--- src/rtl/pin_irq_pkg.sv ---
// Shared types and defaults for the pin interrupt arbiter.
`ifndef NUM_PINS
`define NUM_PINS 24
`endif

package pin_irq_pkg;

  localparam int NUM_PINS_DEF     = `NUM_PINS;
  localparam int ID_W_DEF         = (NUM_PINS_DEF > 1) ? $clog2(NUM_PINS_DEF) : 1;
  localparam int DROP_TIMEOUT_DEF = 16;

  typedef enum logic [1:0] {
    S_IDLE = 2'd0,
    S_REQ  = 2'd1,
    S_CLR  = 2'd2,
    S_DROP = 2'd3
  } state_e;

  // Keeps the drop counter at least one bit wide for tiny timeouts.
  function automatic int cnt_width(input int timeout);
    return (timeout > 1) ? $clog2(timeout) : 1;
  endfunction

endpackage

--- src/rtl/pin_irq_prio_enc.sv ---
// Combinational lowest-index-wins encoder over the masked pending vector.
module pin_irq_prio_enc #(
  parameter int NUM_SRC = 24,
  parameter int ID_W    = 5
) (
  input  logic [NUM_SRC-1:0] req,
  output logic [ID_W-1:0]    idx,
  output logic               vld
);

  always_comb begin
    idx = '0;
    vld = |req;
    // Scanning downward leaves the lowest set index as the final assignment.
    for (int i = NUM_SRC - 1; i >= 0; i--) begin
      if (req[i]) begin
        idx = ID_W'(i);
      end
    end
  end

endmodule

--- src/rtl/pin_irq_ctrl.sv ---
// Masks per-pin interrupt levels, presents the lowest pending index to the core
// via REQ/ACK, pulses IRQRES on acknowledge, then waits (bounded) for the line to drop.
module pin_irq_ctrl
  import pin_irq_pkg::*;
#(
  parameter int NUM_SRC      = `NUM_PINS,
  parameter int ID_W         = (NUM_SRC > 1) ? $clog2(NUM_SRC) : 1,
  parameter int DROP_TIMEOUT = DROP_TIMEOUT_DEF
) (
  input  logic               CLK,
  input  logic               RST_N,
  input  logic [NUM_SRC-1:0] INTR,
  input  logic [NUM_SRC-1:0] IRQ_MASK,
  input  logic               IRQ_ACK,
  input  logic               ERR_CLR,
  output logic [NUM_SRC-1:0] IRQRES,
  output logic               IRQ_REQ,
  output logic [ID_W-1:0]    IRQ_ID,
  output logic [NUM_SRC-1:0] IRQ_PENDING,
  output logic               IRQ_ERR
);

  localparam int               CNT_W    = cnt_width(DROP_TIMEOUT);
  localparam logic [CNT_W-1:0] CNT_LAST = CNT_W'(DROP_TIMEOUT - 1);

  state_e             state_q, state_d;
  logic [NUM_SRC-1:0] intr_q, intr_d;
  logic [NUM_SRC-1:0] irqres_q, irqres_d;
  logic [ID_W-1:0]    id_q, id_d;
  logic [CNT_W-1:0]   cnt_q, cnt_d;
  logic               irq_req_q, irq_req_d;
  logic               err_q, err_d;

  logic [NUM_SRC-1:0] pending;
  logic [NUM_SRC-1:0] id_bit;
  logic [ID_W-1:0]    win_id;
  logic               win_vld;
  logic               timeout;

  assign pending = intr_q & IRQ_MASK;
  assign id_bit  = NUM_SRC'(1) << id_q;

  pin_irq_prio_enc #(
    .NUM_SRC (NUM_SRC),
    .ID_W    (ID_W)
  ) u_prio_enc (
    .req (pending),
    .idx (win_id),
    .vld (win_vld)
  );

  always_comb begin
    intr_d  = INTR;
    state_d = state_q;
    id_d    = id_q;
    cnt_d   = cnt_q;
    timeout = 1'b0;

    unique case (state_q)
      S_IDLE: begin
        if (win_vld) begin
          id_d    = win_id;
          state_d = S_REQ;
        end
      end
      S_REQ: begin
        // An acknowledge beats a same-cycle withdrawal.
        if (IRQ_ACK) begin
          state_d = S_CLR;
        end else if (!(|(pending & id_bit))) begin
          state_d = S_IDLE;
        end
      end
      S_CLR: begin
        cnt_d   = '0;
        state_d = S_DROP;
      end
      S_DROP: begin
        // Unmasked level is checked here so a mask change cannot abort the drop wait.
        if (!(|(intr_q & id_bit))) begin
          state_d = S_IDLE;
        end else if (cnt_q == CNT_LAST) begin
          timeout = 1'b1;
          state_d = S_IDLE;
        end else begin
          cnt_d = cnt_q + 1'b1;
        end
      end
      default: state_d = S_IDLE;
    endcase

    irq_req_d = (state_d == S_REQ);
    irqres_d  = (state_d == S_CLR) ? (NUM_SRC'(1) << id_d) : '0;
    err_d     = (err_q & ~ERR_CLR) | timeout;
  end

  always_ff @(posedge CLK) begin
    if (!RST_N) begin
      state_q   <= S_IDLE;
      intr_q    <= '0;
      id_q      <= '0;
      cnt_q     <= '0;
      irq_req_q <= 1'b0;
      irqres_q  <= '0;
      err_q     <= 1'b0;
    end else begin
      state_q   <= state_d;
      intr_q    <= intr_d;
      id_q      <= id_d;
      cnt_q     <= cnt_d;
      irq_req_q <= irq_req_d;
      irqres_q  <= irqres_d;
      err_q     <= err_d;
    end
  end

  assign IRQ_REQ     = irq_req_q;
  assign IRQ_ID      = id_q;
  assign IRQRES      = irqres_q;
  assign IRQ_PENDING = pending;
  assign IRQ_ERR     = err_q;

endmodule

--- config.mk ---
export PLATFORM = sky130hd
export DESIGN_NAME = pin_irq_ctrl
export DESIGN_NICKNAME = d
export VERILOG_FILES = /design/src/rtl/pin_irq_pkg.sv /design/src/rtl/pin_irq_prio_enc.sv /design/src/rtl/pin_irq_ctrl.sv
export SDC_FILE = /design/constraint.sdc
export NUM_CORES = 1
export LEC_CHECK = 0
export ABC_AREA = 1
export CORE_MARGIN = 8
export CORE_UTILIZATION = 41
export DETAILED_ROUTE_END_ITERATION = 8
export GPL_TIMING_DRIVEN = 0
export PLACE_DENSITY_LB_ADDON = 0.25
export RECOVER_POWER = 50
export SETUP_SLACK_MARGIN = 0.02
export SLEW_MARGIN = 20
export SYNTH_ARGS = -nofsm -noshare
export SYNTH_HDL_FRONTEND = slang
export SYNTH_HIERARCHICAL = 1
export SYNTH_SLANG_ARGS = --single-unit
export TNS_END_PERCENT = 20
--- constraint.sdc ---
create_clock -name CLK -period 2.5 [get_ports CLK]
set_input_delay 0.5 -clock CLK [delete_from_list [all_inputs] [get_ports CLK]]
set_output_delay 0.5 -clock CLK [all_outputs]
set_load 0.02 [all_outputs]
==> reports/metrics.cfg, run 1 <==
[run_status]
status=finished, violations left
failed_checks=negative setup slack

[worst_setup_path]
end_kind=flip-flop
start_kind=flip-flop
crit_chain=nand2_1 > inv_2 > buf_4 > nor2_1 > o311ai_0 > nand3_1 > nand2_1 > nand2_1 > nand2_1 > nand2_1 > nand2_1 > a21oi_1 > a211oi_2 > o21ai_4 > buf_4 > nor4_4
max_stage_delay_ns=0.34
cp_data_required_time_ns=2.74
crit_path_frequent_cell=nand2_1
path_class=flip-flop to flip-flop
crit_arrival_ns=2.82
crit_fanout=8
crit_slowest_cell=a211oi_2

[final_layout]
multi_input_area_mm2=0.00164
area_growth_pct=61.5
num_antenna_cells=0
seqCellArea_mm2=0.00122
fillers=673
nets=689
final_layout_size_suffix_gt1_frac=0.197

[place]
port_buffers=105
dp_hpwl_um=7220
gp_congestion=0.878

[sta]
rsz0062_at_grt=yes
slew_violations=0
worst_slack_ns=-0.0789
max_freq_ghz=0.388
fin_crit_ns=2.58
clock_skew_ns=0.00989
period_share=1.03
hold_ws_ns=0.468
worstMarginPinSlew_ns=0.519
timing_hold_violations_final=0
setup_viol_count_final=4
setup_tns_ns=-0.150
slew_headroom=0.654

[global_route]
gr-total-overflow=0
grt_pass1_vias=3364
grt_max_degree=13
grt_pass1_wl_um=15400
grtUsageTotal=0.186
antenna_found_initial=0

[clock_tree]
clockBufferDepth=2
cts_inserted_buffers=9
holdBufCountCts=0
path_clk_slew_ns=0.07
cts_tree=done
htreeDepth=3
clock-sinks=61
root_buffer=clkbuf_8
clk_latency_ns=0.34

[synth]
synth_top_area_cell=dfxtp_1
mappedNetlistArea_mm2=0.00312
synth_area_leaders=dfxtp_1 (39%), nand2_1 (16%), inv_1 (12%), nor2_1 (8.5%), nand3_1 (6.3%)
synthesis.nets=543
synth_top_area_frac=0.391
ys_ff_latch=61
yosys.cell_types.count=32
ys_seq_area_frac=0.391
yosys_warnings=6
synth_cells=490
syn_area_per_cell_um2=6.37

[route]
vias_per_cell=4.75
drc=0
via_count=3527
drt_iter0_drc=238
drtPass1Iterations=7
drtAntennaViolNets=0
routedWlPerCell_um=13.6
finalWirelength_um=10100

[die]
pin_count=107
die_x_um=103
start_util=0.412
die_h_um=103
die-area_mm2=0.0107
rows=32
coreArea_mm2=0.00757

[min_path]
min_path_type=flip-flop to flip-flop

[power_and_ir_drop]
finalPower_mw=3.64
power_density_mw_per_mm2=721
p_leak_nw=2.60
ir_worst_vdd_v=0.000372

[flow_run]
max_cap_violations=0

[routing by layer]
layer / global-route usage / share of wire / up-vias
li1: - / - / 1800
met1: 0.230 / 0.42 / 1564
met2: 0.305 / 0.47 / 143
met3: 0.0448 / 0.089 / 20
met4: 0.0712 / 0.016 / 0
met5: 0 / 0 / -
[what timing repair did]
item / in CTS / in global routing
cloned: 0 / 0
pin swaps: 26 / 35
endpoints found under the setup margin: 25 / 25
buffers inserted: 12 / 18
resized for setup: 42 / 39
[per-stage QoR]
step            util  instance area (um^2)  std cells  setup slack [ns]
6_report       0.666                  5040        743           -0.0789
5_1_grt        0.666                  5040        743            -0.268
4_1_cts        0.630                  4770        725            0.0132
3_5_place_dp   0.569                  4310        697            -0.757
3_3_place_gp   0.569                  4310        697            -0.725
2_1_floorplan      -                  3130        490            0.0363
[cell type report]
type / instances / share of cell area
well taps: 102 / 0.0253
flip-flops and latches: 61 / 0.243
multi-input cells: 313 / 0.325
clock buffers: 9 / 0.0246
repair buffers: 135 / 0.258
clock inverters: 7 / 0.0288
inverters: 106 / 0.0819
plain buffers: 10 / 0.0139
[synth_stat cells]
library cell	n
buf_4	2
a21oi_2	1
buf_1	2
or2_2	1
nor4_1	10
nand4_1	22
nand3_1	39
a21oi_1	8
inv_2	8
or2_1	1
dfxtp_1	61
nand3_2	1
nand2_2	4
nor2_1	71
xor2_1	1
a211oi_1	1
buf_2	4
nand2_4	2
buf_6	2
o21ai_1	1
nor3_2	2
o21ai_0	1
nor3b_1	1
nor3_1	2
and2_1	1
o21ai_2	5
nor2_4	1
nor2_2	1
inv_1	98
ha_1	1
nand2_1	134
o311ai_0	1
[critical path, delay by kind of cell, from the launching register on]
kind / cells / cell delay (ns)
AOI/OAI and AO/OA: 4 / 0.90
and+or+nand+nor: 9 / 0.86
buffers and inverters: 3 / 0.37
DFF: 1 / 0.33
[state kept, by name, indices dropped and copies added (netlist names)]
register and flops:
IRQ_ERR 1, IRQRES 24, cnt_q 4, IRQ_ID 5
intr_q 24, state_q 2, IRQ_REQ 1
[cell usage in the layout (no fill, tap or decap), types with 4 or more instances in the layout]
master and instances:
a21oi_1 8, buf_4 26, buf_6 7, bufinv_16 4, clkbuf_8 9, clkdlybuf4s50_1 72
dfxtp_1 58, dlygate4sd2_1 4, dlygate4sd3_1 25, inv_1 79, inv_2 25, nand2_1 130
nand2_2 7, nand3_1 38, nand4_1 22, nor2_1 66, nor2_2 5, nor4_2 4
nor4_4 6, o21ai_4 5
[final timing paths]
kind / start / depth (start not counted) / end / slack (ns)
min: IRQ_ERR / 2 / IRQ_ERR / 0.47
min reg2reg: IRQ_ERR / 2 / IRQ_ERR / 0.47
max: intr_q[22] / 16 / IRQRES[15] / -0.08
max reg2reg: intr_q[22] / 16 / IRQRES[15] / -0.08
[where the power goes]
| group | switching (mW) | internal [mW] |
|---|---|---|
| Sequential | 0.0517 | 1.03 |
| Combinational | 0.811 | 0.556 |
| Clock | 0.415 | 0.770 |
| Total | 1.28 | 2.36 |
[cells by family (layout without fill, tap and decap cells)]
logic type | after synthesis | in the layout | synth area share
compound gates | 18 | 18 | 0.0381
flops | 61 | 61 | 0.391
fa+ha+maj | 1 | 1 | 0.00401
buf+inv | 116 | 267 | 0.148
simple gates | 293 | 293 | 0.415
xor+xnor | 1 | 1 | 0.00281
No activity file was read; power rests on OpenSTA's default activity.
==> run 2, diff against run 1 <==
Settings changed: GPL_TIMING_DRIVEN 0 to not set, SLEW_MARGIN 20 to not set.
==> run 2 against run 1 <==
The run now ends clean. Wire length grew 3.0%. Hold slack lost 0.0061 ns. Sequential cell count is the same. First-iteration DRC count is 26% lower. Highest routed layer unchanged. Cell count rose by 4.6%. Critical path depth shrank 11. Largest power group unchanged. Sequential power about the same. Power down 13%. Cell area is 1.6% higher. Maximum frequency is 7.7% higher. Setup slack better by 0.19 ns.
==> reports/metrics.cfg, run 2 (same netlist as run 1, synthesis figures left out) <==
[sta]
slew_violations=0  ; unchanged
max_freq_ghz=0.418  ; was 0.388 GHz
worst_slack_ns=0.106  ; was -0.0789 ns
slew_headroom=0.278  ; was 0.654
fin_crit_ns=2.39  ; was 2.58 ns
timing_hold_violations_final=0  ; unchanged
setup_viol_count_final=0  ; was 4
worstMarginPinSlew_ns=1.08  ; was 0.519 ns
clock_skew_ns=0.00693  ; was 0.00989 ns
rsz0062_at_grt=yes  ; unchanged
hold_ws_ns=0.462  ; was 0.468 ns
period_share=0.957  ; was 1.03

[clock_tree]
cts_tree=done  ; unchanged
root_buffer=clkbuf_8  ; unchanged
clock-sinks=61  ; unchanged
cts_inserted_buffers=9  ; unchanged
clockBufferDepth=2  ; unchanged
path_clk_slew_ns=0.08  ; was 0.07 ns
holdBufCountCts=0  ; unchanged
htreeDepth=3  ; unchanged
clk_latency_ns=0.35  ; was 0.34 ns

[power_and_ir_drop]
p_leak_nw=2.76  ; was 2.60 nW
internal_power_mw=1.96  ; was 2.36 mW
power_density_mw_per_mm2=620  ; was 721 mW/mm^2
clockPowerShare=0.285  ; was 0.326
finalPower_mw=3.17  ; was 3.64 mW
ir_worst_vdd_v=0.000333  ; was 0.000372 V
seq_power_share=0.349  ; was 0.298
pwr-share-comb=0.365  ; was 0.376
netSwitchingFraction=0.382  ; was 0.352
power.switching_mw=1.21  ; was 1.28 mW

[flow_run]
max_cap_violations=0  ; unchanged

[die]
pin_count=107  ; unchanged
coreArea_mm2=0.00757  ; unchanged
die_x_um=103  ; unchanged
die_h_um=103  ; unchanged
rows=32  ; unchanged
die-area_mm2=0.0107  ; unchanged
start_util=0.412  ; unchanged

[route]
drc=0  ; unchanged
vias_per_cell=4.75  ; about the same
drtAntennaViolNets=0  ; unchanged
routedWlPerCell_um=13.4  ; was 13.6 um
drt_iter0_drc=177  ; was 238
via_count=3690  ; was 3527
drtPass1Iterations=5  ; was 7
finalWirelength_um=10400  ; was 10100 um

[global_route]
gr-total-overflow=0  ; unchanged
grtUsageTotal=0.199  ; was 0.186
grt_pass1_wl_um=16500  ; was 15400 um
antenna_found_initial=0  ; unchanged
grt_pass1_vias=3587  ; was 3364
grt_max_degree=28  ; was 13

[place]
place_ws_ns=-0.477  ; was -0.757 ns
gp_congestion=0.900  ; was 0.878
port_buffers=106  ; was 105
dp_hpwl_um=7820  ; was 7220 um

[final_layout]
area_growth_pct=64.0  ; was 61.5%
final_common_cell=nand2_1  ; unchanged
final_cell_mix=nand2_1 (128), inv_1 (83), clkdlybuf4s50_1 (71), buf_4 (69), nor2_1 (68)  ; was nand2_1 (130), inv_1 (79), clkdlybuf4s50_1 (72), nor2_1 (66), dfxtp_1 (58)
fin_util=0.676  ; was 0.666
num_antenna_cells=0  ; unchanged
nets=723  ; was 689
final_layout_size_suffix_gt1_frac=0.221  ; was 0.197

[min_path]
hold_start=IRQ_ERR  ; unchanged
min_path_type=flip-flop to flip-flop  ; unchanged

[worst_setup_path]
r2r-start=intr_q[22]  ; unchanged
startpoint=IRQ_MASK[3]  ; was intr_q[22]
crit_fanout=3  ; was 8
cp_data_required_time_ns=2.00  ; was 2.74 ns
start_kind=input port  ; was flip-flop
crit_arrival_ns=1.89  ; was 2.82 ns
path_class=input port to output port  ; was flip-flop to flip-flop
end_kind=output port  ; was flip-flop

[run_status]
status=completed  ; was finished, violations left

run 2: path summary, 6_finish.rpt:
check	to	slack (ns)	depth (start not counted)
worst max-delay path	IRQ_PENDING[3]	0.11	5
worst max register to register	IRQRES[8]	0.15	28
worst min-delay path	IRQ_ERR	0.46	2
worst min register to register	IRQ_ERR	0.46	2
run 2: critical path: stages:
cell and delay, ns:
clkdlybuf4s50_1 0.50, nand2_1 0.06, inv_1 0.09, buf_4 0.14
clkdlybuf4s50_1 0.60
run 2: through the flow:
| stage | cell area [um^2] | TNS (ns) | std cells |
|---|---|---|---|
| after global routing | 5120 | -0.592 | 777 |
| after CTS | 4970 | 0 | 769 |
| final | 5120 | 0 | 777 |
| after global placement | 4680 | -9.62 | 745 |
| after floorplan | 3130 | 0 | 490 |
| after detailed placement | 4680 | -10.26 | 745 |
run 2: layer usage:
layer,vias to the layer above,wire length [um],GRT usage
li1,1871,-,-
met1,1654,4470,0.229
met2,150,4960,0.342
met3,15,816,0.0448
met4,0,200,0.0912
met5,-,0,0
run 2: power by group through the flow:
| stage | logic (mW) | clock network, mW | registers [mW] |
|---|---|---|---|
| floorplan | 0.589 | 0 | 1.13 |
| global placement | 1.02 | 0 | 1.13 |
| detailed placement | 1.03 | 0 | 1.13 |
| CTS | 1.09 | 0.920 | 1.11 |
| global route | 1.26 | 0.962 | 1.12 |
| finish | 1.16 | 0.906 | 1.11 |
run 2: final cells by class:
type                       instances  area (um^2)
tap                              102          128
fill                             628         2450
inverter                         106          400
clock inverter                     7         73.8
multi-input combinational        313         1540
clock buffer                       9          124
timing repair buffer             179         1630
sequential                        61         1220
run 2: what timing repair did:
action                                 CTS  global route
gates resized for setup                 22            33
cloned                                   1             0
buffers inserted                         7             8
endpoints found under the hold margin    0             0
pin swaps                               21            33
setup endpoints to repair               21            25
